<file path="src/rtl/pipe_ctrl_pkg.sv">
// Shared definitions for the pipeline control block.
// Register ids, data words, status codes and the load-use compare helper.
package pipe_ctrl_pkg;

    localparam int REG_W  = 5;
    localparam int WORD_W = 32;

    typedef logic [REG_W-1:0]  regid_t;
    typedef logic [WORD_W-1:0] word_t;

    localparam regid_t R0 = '0;

    typedef enum logic [1:0] {
        STAT_AOK,
        STAT_HLT,
        STAT_ADR,
        STAT_INS
    } stat_e;

    function automatic logic src_hit(
        input regid_t src,
        input logic   used,
        input regid_t e_dst,
        input regid_t m_dst
    );
        return used && (src != R0) && ((src == e_dst) || (src == m_dst));
    endfunction

endpackage

</file>
<file path="src/rtl/pipe_ctrl_if.sv">
// Control bundle between the pipeline datapath and pipe_ctrl.
// slave is the controller's view, master the datapath's view.
interface pipe_ctrl_if;
    import pipe_ctrl_pkg::*;

    regid_t      d_srcA;
    regid_t      d_srcB;
    logic        d_useA;
    logic        d_useB;
    regid_t      e_dstM;
    regid_t      m_dstM;
    logic        d_br_taken;
    word_t       d_br_target;
    logic        imem_busy;
    logic        dmem_busy;
    logic        m_stat_bad;
    logic        f_stall;
    logic        d_stall;
    logic        e_stall;
    logic        m_stall;
    logic        d_bubble;
    logic        e_bubble;
    logic        w_bubble;
    logic        redir_valid;
    word_t       redir_pc;
    logic        halted;
    logic [31:0] stall_cycles;

    modport slave (
        input  d_srcA, d_srcB, d_useA, d_useB, e_dstM, m_dstM,
        input  d_br_taken, d_br_target, imem_busy, dmem_busy, m_stat_bad,
        output f_stall, d_stall, e_stall, m_stall,
        output d_bubble, e_bubble, w_bubble,
        output redir_valid, redir_pc, halted, stall_cycles
    );

    modport master (
        output d_srcA, d_srcB, d_useA, d_useB, e_dstM, m_dstM,
        output d_br_taken, d_br_target, imem_busy, dmem_busy, m_stat_bad,
        input  f_stall, d_stall, e_stall, m_stall,
        input  d_bubble, e_bubble, w_bubble,
        input  redir_valid, redir_pc, halted, stall_cycles
    );

endinterface

</file>
<file path="src/rtl/pipe_hazard_det.sv">
// Load-use hazard detect: D-stage sources against load destinations in E/M.
// Purely combinational, so a load in E stalls twice (E match, then M match).
module pipe_hazard_det
    import pipe_ctrl_pkg::*;
(
    input  regid_t i_srcA,
    input  regid_t i_srcB,
    input  logic   i_useA,
    input  logic   i_useB,
    input  regid_t i_e_dstM,
    input  regid_t i_m_dstM,
    output logic   o_load_use
);

    logic w_hitA;
    logic w_hitB;

    assign w_hitA     = src_hit(i_srcA, i_useA, i_e_dstM, i_m_dstM);
    assign w_hitB     = src_hit(i_srcB, i_useB, i_e_dstM, i_m_dstM);
    assign o_load_use = w_hitA | w_hitB;

endmodule

</file>
<file path="src/rtl/pipe_ctrl.sv">
// Pipeline stall/bubble/redirect controller with halt FSM and stall counter.
// Modes are resolved from the current inputs; only HALT is sticky state.
module pipe_ctrl
    import pipe_ctrl_pkg::*;
(
    input  logic        clk,
    input  logic        resetn,
    pipe_ctrl_if.slave  bus
);

    typedef enum logic [1:0] {RUN, IWAIT, DWAIT, HALT} state_e;

    state_e      r_state;
    state_e      w_next;
    state_e      w_mode;
    logic        r_pend;
    word_t       r_pend_pc;
    logic [31:0] r_stall_cycles;

    logic        w_lu;
    logic        w_f_stall;
    logic        w_d_stall;
    logic        w_e_stall;
    logic        w_m_stall;
    logic        w_d_bubble;
    logic        w_e_bubble;
    logic        w_w_bubble;
    logic        w_halted;
    logic        w_redir_valid;
    word_t       w_redir_pc;
    logic        w_latch;

    pipe_hazard_det u_haz (
        .i_srcA     (bus.d_srcA),
        .i_srcB     (bus.d_srcB),
        .i_useA     (bus.d_useA),
        .i_useB     (bus.d_useB),
        .i_e_dstM   (bus.e_dstM),
        .i_m_dstM   (bus.m_dstM),
        .o_load_use (w_lu)
    );

    always_comb begin
        w_mode     = RUN;
        w_next     = RUN;
        w_f_stall  = 1'b0;
        w_d_stall  = 1'b0;
        w_e_stall  = 1'b0;
        w_m_stall  = 1'b0;
        w_d_bubble = 1'b0;
        w_e_bubble = 1'b0;
        w_w_bubble = 1'b0;
        w_halted   = 1'b0;

        if (r_state == HALT)    w_mode = HALT;
        else if (bus.dmem_busy) w_mode = DWAIT;
        else if (bus.imem_busy) w_mode = IWAIT;
        else                    w_mode = RUN;

        w_next = (r_state == HALT || bus.m_stat_bad) ? HALT : w_mode;

        unique case (w_mode)
            HALT: begin
                w_f_stall = 1'b1;
                w_d_stall = 1'b1;
                w_e_stall = 1'b1;
                w_m_stall = 1'b1;
                w_halted  = 1'b1;
            end
            DWAIT: begin
                w_f_stall  = 1'b1;
                w_d_stall  = 1'b1;
                w_e_stall  = 1'b1;
                w_m_stall  = 1'b1;
                w_w_bubble = 1'b1;
            end
            IWAIT: begin
                w_f_stall  = 1'b1;
                w_d_bubble = 1'b1;
            end
            RUN: begin
                w_f_stall  = w_lu;
                w_d_stall  = w_lu;
                w_e_bubble = w_lu;
            end
        endcase

        // Reset masks every control so the datapath never sees a stray hold.
        if (!resetn) begin
            w_f_stall  = 1'b0;
            w_d_stall  = 1'b0;
            w_e_stall  = 1'b0;
            w_m_stall  = 1'b0;
            w_d_bubble = 1'b0;
            w_e_bubble = 1'b0;
            w_w_bubble = 1'b0;
            w_halted   = 1'b0;
        end
    end

    assign w_redir_valid = resetn && !w_f_stall && (r_pend || bus.d_br_taken);
    assign w_redir_pc    = r_pend ? r_pend_pc : bus.d_br_target;
    assign w_latch       = bus.d_br_taken && w_f_stall && !w_d_stall && !r_pend;

    always_ff @(posedge clk) begin
        if (!resetn) begin
            r_state        <= RUN;
            r_pend         <= 1'b0;
            r_pend_pc      <= '0;
            r_stall_cycles <= '0;
        end else begin
            r_state <= w_next;
            if (w_latch) begin
                r_pend    <= 1'b1;
                r_pend_pc <= bus.d_br_target;
            end else if (r_pend && !w_f_stall) begin
                r_pend <= 1'b0;
            end
            if (w_f_stall && w_mode != HALT)
                r_stall_cycles <= r_stall_cycles + 32'd1;
        end
    end

    assign bus.f_stall      = w_f_stall;
    assign bus.d_stall      = w_d_stall;
    assign bus.e_stall      = w_e_stall;
    assign bus.m_stall      = w_m_stall;
    assign bus.d_bubble     = w_d_bubble;
    assign bus.e_bubble     = w_e_bubble;
    assign bus.w_bubble     = w_w_bubble;
    assign bus.redir_valid  = w_redir_valid;
    assign bus.redir_pc     = w_redir_pc;
    assign bus.halted       = w_halted;
    assign bus.stall_cycles = r_stall_cycles;

endmodule

</file>
<file path="src/flat_wrapper.sv">
// flat-port wrapper written by rule: the top's interface ports become plain ports
module pipe_ctrl_flat import pipe_ctrl_pkg::*;
  (clk, resetn, bus_d_srcA, bus_d_srcB, bus_d_useA, bus_d_useB, bus_e_dstM, bus_m_dstM, bus_d_br_taken, bus_d_br_target, bus_imem_busy, bus_dmem_busy, bus_m_stat_bad, bus_f_stall, bus_d_stall, bus_e_stall, bus_m_stall, bus_d_bubble, bus_e_bubble, bus_w_bubble, bus_redir_valid, bus_redir_pc, bus_halted, bus_stall_cycles);
  pipe_ctrl_if bus_i ();
  input  logic clk;
  input  logic resetn;
  input wire logic [$bits(bus_i.d_srcA)-1:0] bus_d_srcA;
  input wire logic [$bits(bus_i.d_srcB)-1:0] bus_d_srcB;
  input wire logic [$bits(bus_i.d_useA)-1:0] bus_d_useA;
  input wire logic [$bits(bus_i.d_useB)-1:0] bus_d_useB;
  input wire logic [$bits(bus_i.e_dstM)-1:0] bus_e_dstM;
  input wire logic [$bits(bus_i.m_dstM)-1:0] bus_m_dstM;
  input wire logic [$bits(bus_i.d_br_taken)-1:0] bus_d_br_taken;
  input wire logic [$bits(bus_i.d_br_target)-1:0] bus_d_br_target;
  input wire logic [$bits(bus_i.imem_busy)-1:0] bus_imem_busy;
  input wire logic [$bits(bus_i.dmem_busy)-1:0] bus_dmem_busy;
  input wire logic [$bits(bus_i.m_stat_bad)-1:0] bus_m_stat_bad;
  output wire logic [$bits(bus_i.f_stall)-1:0] bus_f_stall;
  output wire logic [$bits(bus_i.d_stall)-1:0] bus_d_stall;
  output wire logic [$bits(bus_i.e_stall)-1:0] bus_e_stall;
  output wire logic [$bits(bus_i.m_stall)-1:0] bus_m_stall;
  output wire logic [$bits(bus_i.d_bubble)-1:0] bus_d_bubble;
  output wire logic [$bits(bus_i.e_bubble)-1:0] bus_e_bubble;
  output wire logic [$bits(bus_i.w_bubble)-1:0] bus_w_bubble;
  output wire logic [$bits(bus_i.redir_valid)-1:0] bus_redir_valid;
  output wire logic [$bits(bus_i.redir_pc)-1:0] bus_redir_pc;
  output wire logic [$bits(bus_i.halted)-1:0] bus_halted;
  output wire logic [$bits(bus_i.stall_cycles)-1:0] bus_stall_cycles;
  assign bus_i.d_srcA = bus_d_srcA;
  assign bus_i.d_srcB = bus_d_srcB;
  assign bus_i.d_useA = bus_d_useA;
  assign bus_i.d_useB = bus_d_useB;
  assign bus_i.e_dstM = bus_e_dstM;
  assign bus_i.m_dstM = bus_m_dstM;
  assign bus_i.d_br_taken = bus_d_br_taken;
  assign bus_i.d_br_target = bus_d_br_target;
  assign bus_i.imem_busy = bus_imem_busy;
  assign bus_i.dmem_busy = bus_dmem_busy;
  assign bus_i.m_stat_bad = bus_m_stat_bad;
  assign bus_f_stall = bus_i.f_stall;
  assign bus_d_stall = bus_i.d_stall;
  assign bus_e_stall = bus_i.e_stall;
  assign bus_m_stall = bus_i.m_stall;
  assign bus_d_bubble = bus_i.d_bubble;
  assign bus_e_bubble = bus_i.e_bubble;
  assign bus_w_bubble = bus_i.w_bubble;
  assign bus_redir_valid = bus_i.redir_valid;
  assign bus_redir_pc = bus_i.redir_pc;
  assign bus_halted = bus_i.halted;
  assign bus_stall_cycles = bus_i.stall_cycles;
  pipe_ctrl u_core (.clk(clk), .resetn(resetn), .bus(bus_i));
endmodule
</file>
<file path="config.mk">
export PLATFORM = sky130hd
export DESIGN_NAME = pipe_ctrl_flat
export DESIGN_NICKNAME = d
export VERILOG_FILES = /design/src/rtl/pipe_ctrl_pkg.sv /design/src/rtl/pipe_ctrl_if.sv /design/src/rtl/pipe_hazard_det.sv /design/src/rtl/pipe_ctrl.sv /design/src/flat_wrapper.sv
export SDC_FILE = /design/constraint.sdc
export NUM_CORES = 1
export LEC_CHECK = 0
export CORE_UTILIZATION = 48
export CTS_BUF_LIST = sky130_fd_sc_hd__clkbuf_8 sky130_fd_sc_hd__clkbuf_16
export DETAILED_ROUTE_END_ITERATION = 8
export GPL_TIMING_DRIVEN = 0
export PLACE_DENSITY = 0.94
export SYNTH_ARGS = -nofsm -noshare
export SYNTH_HDL_FRONTEND = slang
export SYNTH_SLANG_ARGS = --single-unit
</file>
<file path="constraint.sdc">
create_clock -name clk -period 5.6 [get_ports clk]
set_clock_uncertainty 0.2 [all_clocks]
set_input_delay 1.12 -clock clk [delete_from_list [all_inputs] [get_ports clk]]
set_output_delay 1.12 -clock clk [all_outputs]
set_load 0.05 [all_outputs]
</file>
==> results.json, run 1 <==
{
  "power_leakage_uw": 0.00178,
  "cp-end-kind": "output pin",
  "dr_wl_met2_um": 5500,
  "multi_input_area_um2": 2080,
  "hold_viol": 0,
  "synth_area_per_cell_um2": 8.22,
  "slowest_delay_ns": 0.73,
  "cp.arrival_ns": 3.95,
  "cts_tree": "yes",
  "gp_congestion": 0.840,
  "ys_types": 43,
  "wl_met3_um": 919,
  "crit_chain": "clkdlybuf4s50_1, or4_1, o21ai_1, o221a_1, buf_6, buf_6, buf_4, nor2_1, clkdlybuf4s50_1",
  "peakVddDrop_mv": 0.187,
  "fin_crit_sh_pct": 94.2,
  "drt-initial-drc-count": 286,
  "drc": 0,
  "critPathMaxFanout": 10,
  "layout_min_cycle_time_ns": 5.27,
  "via_per_inst": 5.75,
  "synth_most_common_cell": "nand2_1",
  "final-seq-area_um2": 1340,
  "fillCellCount": 552,
  "startpoint_type": "input pin",
  "grt_pass1_wl_um": 17200,
  "yosys_register_bits": 67,
  "instances_no_fill": 681,
  "async_reset_ff_share_pct": 0,
  "cp.required_ns": 4.28,
  "path_delay_family": "buffers and inverters",
  "grt_max_degree": 13,
  "final_area_um2": 5210,
  "cts_max_level": 3,
  "synth-warning-count": 0,
  "clk_latency_ns": 0.35,
  "fin_nets": 638,
  "hpwl_um": 8060,
  "top_layer_used": "met4",
  "cap_violations": 0,
  "first_pass_iters": 5,
  "die_area_um2": 7800,
  "antenna_found_initial": 0,
  "rsz0062_at_grt": "false",
  "synth.largest_area_cell": "dfxtp_1",
  "port_buffers": 131,
  "synth_common_cells": "nand2_1, dfxtp_1, a21oi_1",
  "timing.setup.tns_ns": 0,
  "cts_setup_buffers": 0,
  "drive_gt1_share_pct": 10.5,
  "cellPowerDensity_nw_per_um2": 224,
  "setup_viol": 0,
  "antenna_left": 0,
  "netlist.area_leader.share_pct": 37.5,
  "cts_buffers": 9,
  "grt_overflow_total": 0,
  "num_antenna_cells": 0,
  "dp_cells": 665,
  "cts.clk_slew.worst_paths_ns": 0.07,
  "grt_use_total_pct": 28.3,
  "path_buf_inv": 5,
  "io_pins": 133,
  "crit_type": "in2out",
  "min_path_type": "reg2reg",
  "syn_area_um2": 3580,
  "ys.flop_type": "dfxtp_1",
  "maxSlewViolCount": 0,
  "initial_core_util_pct": 49.6,
  "area_growth_pct": 45.5,
  "drt-wirelength-per-cell_um": 16.1,
  "grt_pass1_vias": 3681,
  "dieWidth_um": 88.3,
  "syn_inst": 435,
  "syn-num-nets": 496,
  "wirelength_um": 11000,
  "fmax_ghz": 0.190,
  "place_area_um2": 5010,
  "cts_resized": 0,
  "synth_seq_area_share_pct": 37.5,
  "tightest_slew_ns": 0.548,
  "cp_slowest_cell": "clkdlybuf4s50_1",
  "drt-met1-wl_um": 4260,
  "rows": 31,
  "root_buffer": "clkbuf_8",
  "die_h_um": 88.3,
  "ys_top_cells_by_area": "dfxtp_1, mux2_2, nand2_1, a21oi_1, or4_1",
  "vias": 3918,
  "ctsLongestPathBuffers": 2,
  "core_area_um2": 7210,
  "outcome": "finished clean",
  "hold_buffers": 0,
  "max_slew_margin_pct": 63.2,
  "synth_edf_count": 0,
  "cts_sinks": 67
}
metal layers:
| layer | up-vias | track usage, % |
|---|---|---|
| li1 | 1865 | - |
| met1 | 1826 | 32.6 |
| met2 | 200 | 50.1 |
| met3 | 27 | 6.25 |
| met4 | 0 | 12.6 |
| met5 | - | 0 |
cells by family after synthesis:
| family | count (synthesis) | synth area share, % |
|---|---|---|
| AND/OR/NAND/NOR | 183 | 25.9 |
| AO/OA/AOI/OAI | 94 | 15.7 |
| flip-flops | 67 | 37.5 |
| multiplexers | 36 | 11.2 |
| buffers and inverters | 34 | 4.44 |
| XOR/XNOR | 20 | 4.90 |
| adder cells (fa/ha/maj) | 1 | 0.350 |
path summary, 6_finish.rpt:
check	start	cells after the start	slack, ns	to
max	bus_d_srcA[0]	9	0.33	bus_f_stall
min	u_core.r_pend_pc[25]	2	0.25	u_core.r_pend_pc[25]
max reg2reg	u_core.bus.stall_cycles[4]	9	3.07	u_core.bus.stall_cycles[23]
min reg2reg	u_core.r_pend_pc[25]	2	0.25	u_core.r_pend_pc[25]
state kept, by name (all words and copies together), names as in the netlist:
signal and cells:
u_core.r_pend 1, u_core.bus.stall_cycles 32, u_core.r_pend_pc 32, u_core.r_state 2
cell usage in the layout (no fill, tap or decap), types with 2 or more instances in the layout:
cell type / n
clkdlybuf4s50_1: 131
nand2_1: 87
dfxtp_1: 67
a21oi_1: 55
mux2_2: 32
or4_1: 26
o31ai_1: 22
xor2_1: 20
clkbuf_1: 19
nor2_1: 14
nand3_1: 12
clkbuf_8: 9
nand4_1: 8
and2_1: 7
nor3_1: 6
and3_1: 5
buf_1: 4
buf_2: 4
o21ai_1: 4
nand2b_1: 4
and4_1: 4
o211ai_1: 4
mux2i_1: 4
buf_4: 3
clkinvlp_4: 3
a22oi_1: 2
buf_6: 2
or2_2: 2
inv_1: 2
stage by stage:
step / total power (µW) / hold WS, ns / setup WS, ns / utilization, %
6_report: 1170 / 0.254 / 0.325 / 72.2
5_1_grt: 1200 / 0.275 / 0.207 / 72.2
4_1_cts: 1160 / 0.256 / 0.327 / 72.2
3_5_place_dp: 769 / 0.246 / 0.343 / 69.5
3_3_place_gp: 764 / 0.238 / 0.378 / 69.5
2_1_floorplan: 658 / 0.233 / 1.25 / -
where the power goes:
| group | internal (µW) | leakage, µW | switching (µW) | total [µW] |
|---|---|---|---|---|
| combinational | 112 | 0.00115 | 159 | 271 |
| clock | 204 | 0.0000926 | 201 | 405 |
| sequential | 484 | 0.000542 | 5.30 | 489 |
cell type report:
| type | count | share of cell area [%] |
|---|---|---|
| Sequential cell | 67 | 25.8 |
| Timing Repair Buffer | 131 | 25.2 |
| Inverter | 2 | 0.144 |
| Buffer | 32 | 2.91 |
| Tap cell | 99 | 2.38 |
| Clock inverter | 7 | 1.35 |
| Multi-Input combinational cell | 334 | 39.9 |
| Clock buffer | 9 | 2.38 |
worst min-delay path: cells and delay by family (launching register included):
| family | cells | cell delay [ns] |
|---|---|---|
| AOI/OAI and AO/OA | 1 | 0.05 |
| and+or+nand+nor | 1 | 0.05 |
| DFF | 1 | 0.31 |
(Power assumes the default switching activity.)
==> run 2: changes to the inputs <==
--- a/config.mk
+++ b/config.mk
@@ -8,7 +8,6 @@
 export CORE_UTILIZATION = 48
 export CTS_BUF_LIST = sky130_fd_sc_hd__clkbuf_8 sky130_fd_sc_hd__clkbuf_16
 export DETAILED_ROUTE_END_ITERATION = 8
-export GPL_TIMING_DRIVEN = 0
 export PLACE_DENSITY = 0.94
 export SYNTH_ARGS = -nofsm -noshare
 export SYNTH_HDL_FRONTEND = slang
==> results.json, run 2 (synthesis gave the netlist of run 1 again) <==
{
  "outcome": "finished clean",
  "pre_cts_ws_ns": 0.531,
  "hold_buffers": 0,
  "area_growth_pct": 42.6,
  "num_antenna_cells": 0,
  "fin_crit_sh_pct": 91.2,
  "cts.clk_slew.worst_paths_ns": 0.07,
  "cts_sinks": 67,
  "cts_resized": 0,
  "cap_violations": 0,
  "hold_viol": 0,
  "min_path_type": "reg2reg",
  "grt_pass1_vias": 3534,
  "cp_common_cell": "clkdlybuf4s50_1",
  "layout_common_cells": "clkdlybuf4s50_1, nand2_1, dfxtp_1, a21oi_1, mux2_2",
  "r2r_cells": 6,
  "clk_latency_ns": 0.33,
  "timing.setup.tns_ns": 0,
  "grt_pass1_wl_um": 16000,
  "antenna_found_initial": 0,
  "min_from": "u_core.r_pend_pc[7]",
  "drc": 0,
  "cp_slowest_cell": "clkdlybuf4s50_1",
  "critPathMaxFanout": 3,
  "hold_end": "u_core.r_pend_pc[7]",
  "rsz0062_at_grt": "false",
  "cp.arrival_ns": 3.79,
  "max_slew_margin_pct": 29.0,
  "power_leakage_uw": 0.00175,
  "dp_cells": 639,
  "drt-initial-drc-count": 206,
  "fin_ws_ns": 0.491,
  "peakVddDrop_mv": 0.147,
  "vias": 3721,
  "startpoint_type": "input pin",
  "fmax_ghz": 0.196,
  "core_area_um2": 7210,
  "power_uw": 1150,
  "rows": 31,
  "antenna_left": 0,
  "p_clk_share_pct": 34.6,
  "grt_max_degree": 56,
  "final_area_um2": 5100,
  "ctsLongestPathBuffers": 2,
  "hold_depth": 2,
  "instances_no_fill": 655,
  "crit_type": "in2out",
  "path_buf_inv": 2,
  "r2r_slack_ns": 2.88,
  "swShare_pct": 29.9,
  "cts_setup_buffers": 0,
  "fin_nets": 612,
  "cts_buffers": 9,
  "grt_use_total_pct": 25.9,
  "timing.rr.end": "u_core.bus.stall_cycles[26]",
  "port_buffers": 132,
  "p_int_uw": 806,
  "grt_overflow_total": 0,
  "crit_chain": "clkdlybuf4s50_1, or4_1, o21ai_1, o22ai_1, and3_1, or2_2, clkdlybuf4s50_1",
  "layout_min_cycle_time_ns": 5.11,
  "wirelength_um": 10000,
  "cp-end-kind": "output pin",
  "die_h_um": 88.3,
  "r2r_start": "u_core.bus.stall_cycles[4]",
  "hpwl_um": 7450,
  "first_pass_iters": 4,
  "cts_max_level": 3,
  "io_pins": 133,
  "fillCellCount": 573,
  "setup_viol": 0,
  "via_per_inst": 5.68,
  "dieWidth_um": 88.3,
  "die_area_um2": 7800,
  "layout_commonest_cell": "clkdlybuf4s50_1",
  "cellPowerDensity_nw_per_um2": 226,
  "switching_power_uw": 345,
  "drt-wirelength-per-cell_um": 15.3,
  "tightest_slew_ns": 1.06,
  "drive_gt1_share_pct": 10.8,
  "combPwrFrac_pct": 22.9,
  "p_seq_share_pct": 42.6,
  "cts_tree": "yes",
  "gp_congestion": 1.00,
  "root_buffer": "clkbuf_8",
  "initial_core_util_pct": 49.6,
  "cp.required_ns": 4.28,
  "slowest_delay_ns": 0.71,
  "place_area_um2": 4910,
  "maxSlewViolCount": 0,
  "path_delay_family": "buffers and inverters"
}
## run 2: cell count changes in the layout (fill, tap and decap cells not counted), moves of 4 or more
cell and delta:
buf_2 -4, buf_1 -4, clkbuf_1 -19, buf_4 +4
## run 2: cell type report
type                       count  area, µm²  area share (%)
clock inverter                 6       56.3            1.10
multi-input combinational    334       2080            40.8
inverter                       2       7.51           0.147
clock buffer                  10        138            2.70
tap                           99        124            2.43
sequential                    67       1340            26.3
timing repair buffer         137       1350            26.5
## run 2: per-layer routing
| layer | wire (µm) | up-vias | global-route usage, % |
|---|---|---|---|
| met1 | 4030 | 1765 | 30.5 |
| met2 | 5090 | 138 | 45.4 |
| met4 | 246 | 0 | 10.1 |
| li1 | - | 1795 | - |
| met5 | 0 | - | 0 |
| met3 | 676 | 23 | 6.44 |
## run 2: worst max-delay path by stage
| stage | start | to | slack (ns) | depth (start not counted) |
|---|---|---|---|---|
| 2_1_floorplan | bus_d_srcA[0] | bus_redir_valid | 1.25 | 4 |
| 3_3_place_gp | bus_d_srcA[0] | bus_d_stall | 0.66 | 7 |
| 3_5_place_dp | bus_d_srcA[0] | bus_d_stall | 0.53 | 7 |
| 4_1_cts | bus_d_srcA[0] | bus_d_stall | 0.53 | 7 |
| 5_1_grt | bus_d_srcA[0] | bus_d_stall | 0.44 | 7 |
| 6_report | bus_d_srcA[0] | bus_d_stall | 0.49 | 7 |
## run 2: worst register-to-register path: cells and delay by family, from the launching register on
kind             cells  cell delay (ns)
AND/OR/NAND/NOR      5             1.85
flip-flops           1             0.45
AO/OA/AOI/OAI        1             0.16
## run 2: power by group through the flow
| stage | Sequential, µW | Clock [µW] | Combinational [µW] |
|---|---|---|---|
| after floorplan | 506 | 0 | 151 |
| after global placement | 500 | 0 | 257 |
| after detailed placement | 501 | 0 | 262 |
| after CTS | 490 | 401 | 264 |
| after global routing | 491 | 427 | 277 |
| final | 490 | 398 | 263 |
## run 2: stage by stage
stage | hold WS (ns) | utilization (%)
2_1_floorplan | 0.233 | -
3_3_place_gp | 0.238 | 68.0
3_5_place_dp | 0.246 | 68.0
4_1_cts | 0.256 | 70.7
5_1_grt | 0.278 | 70.7
6_report | 0.256 | 70.7
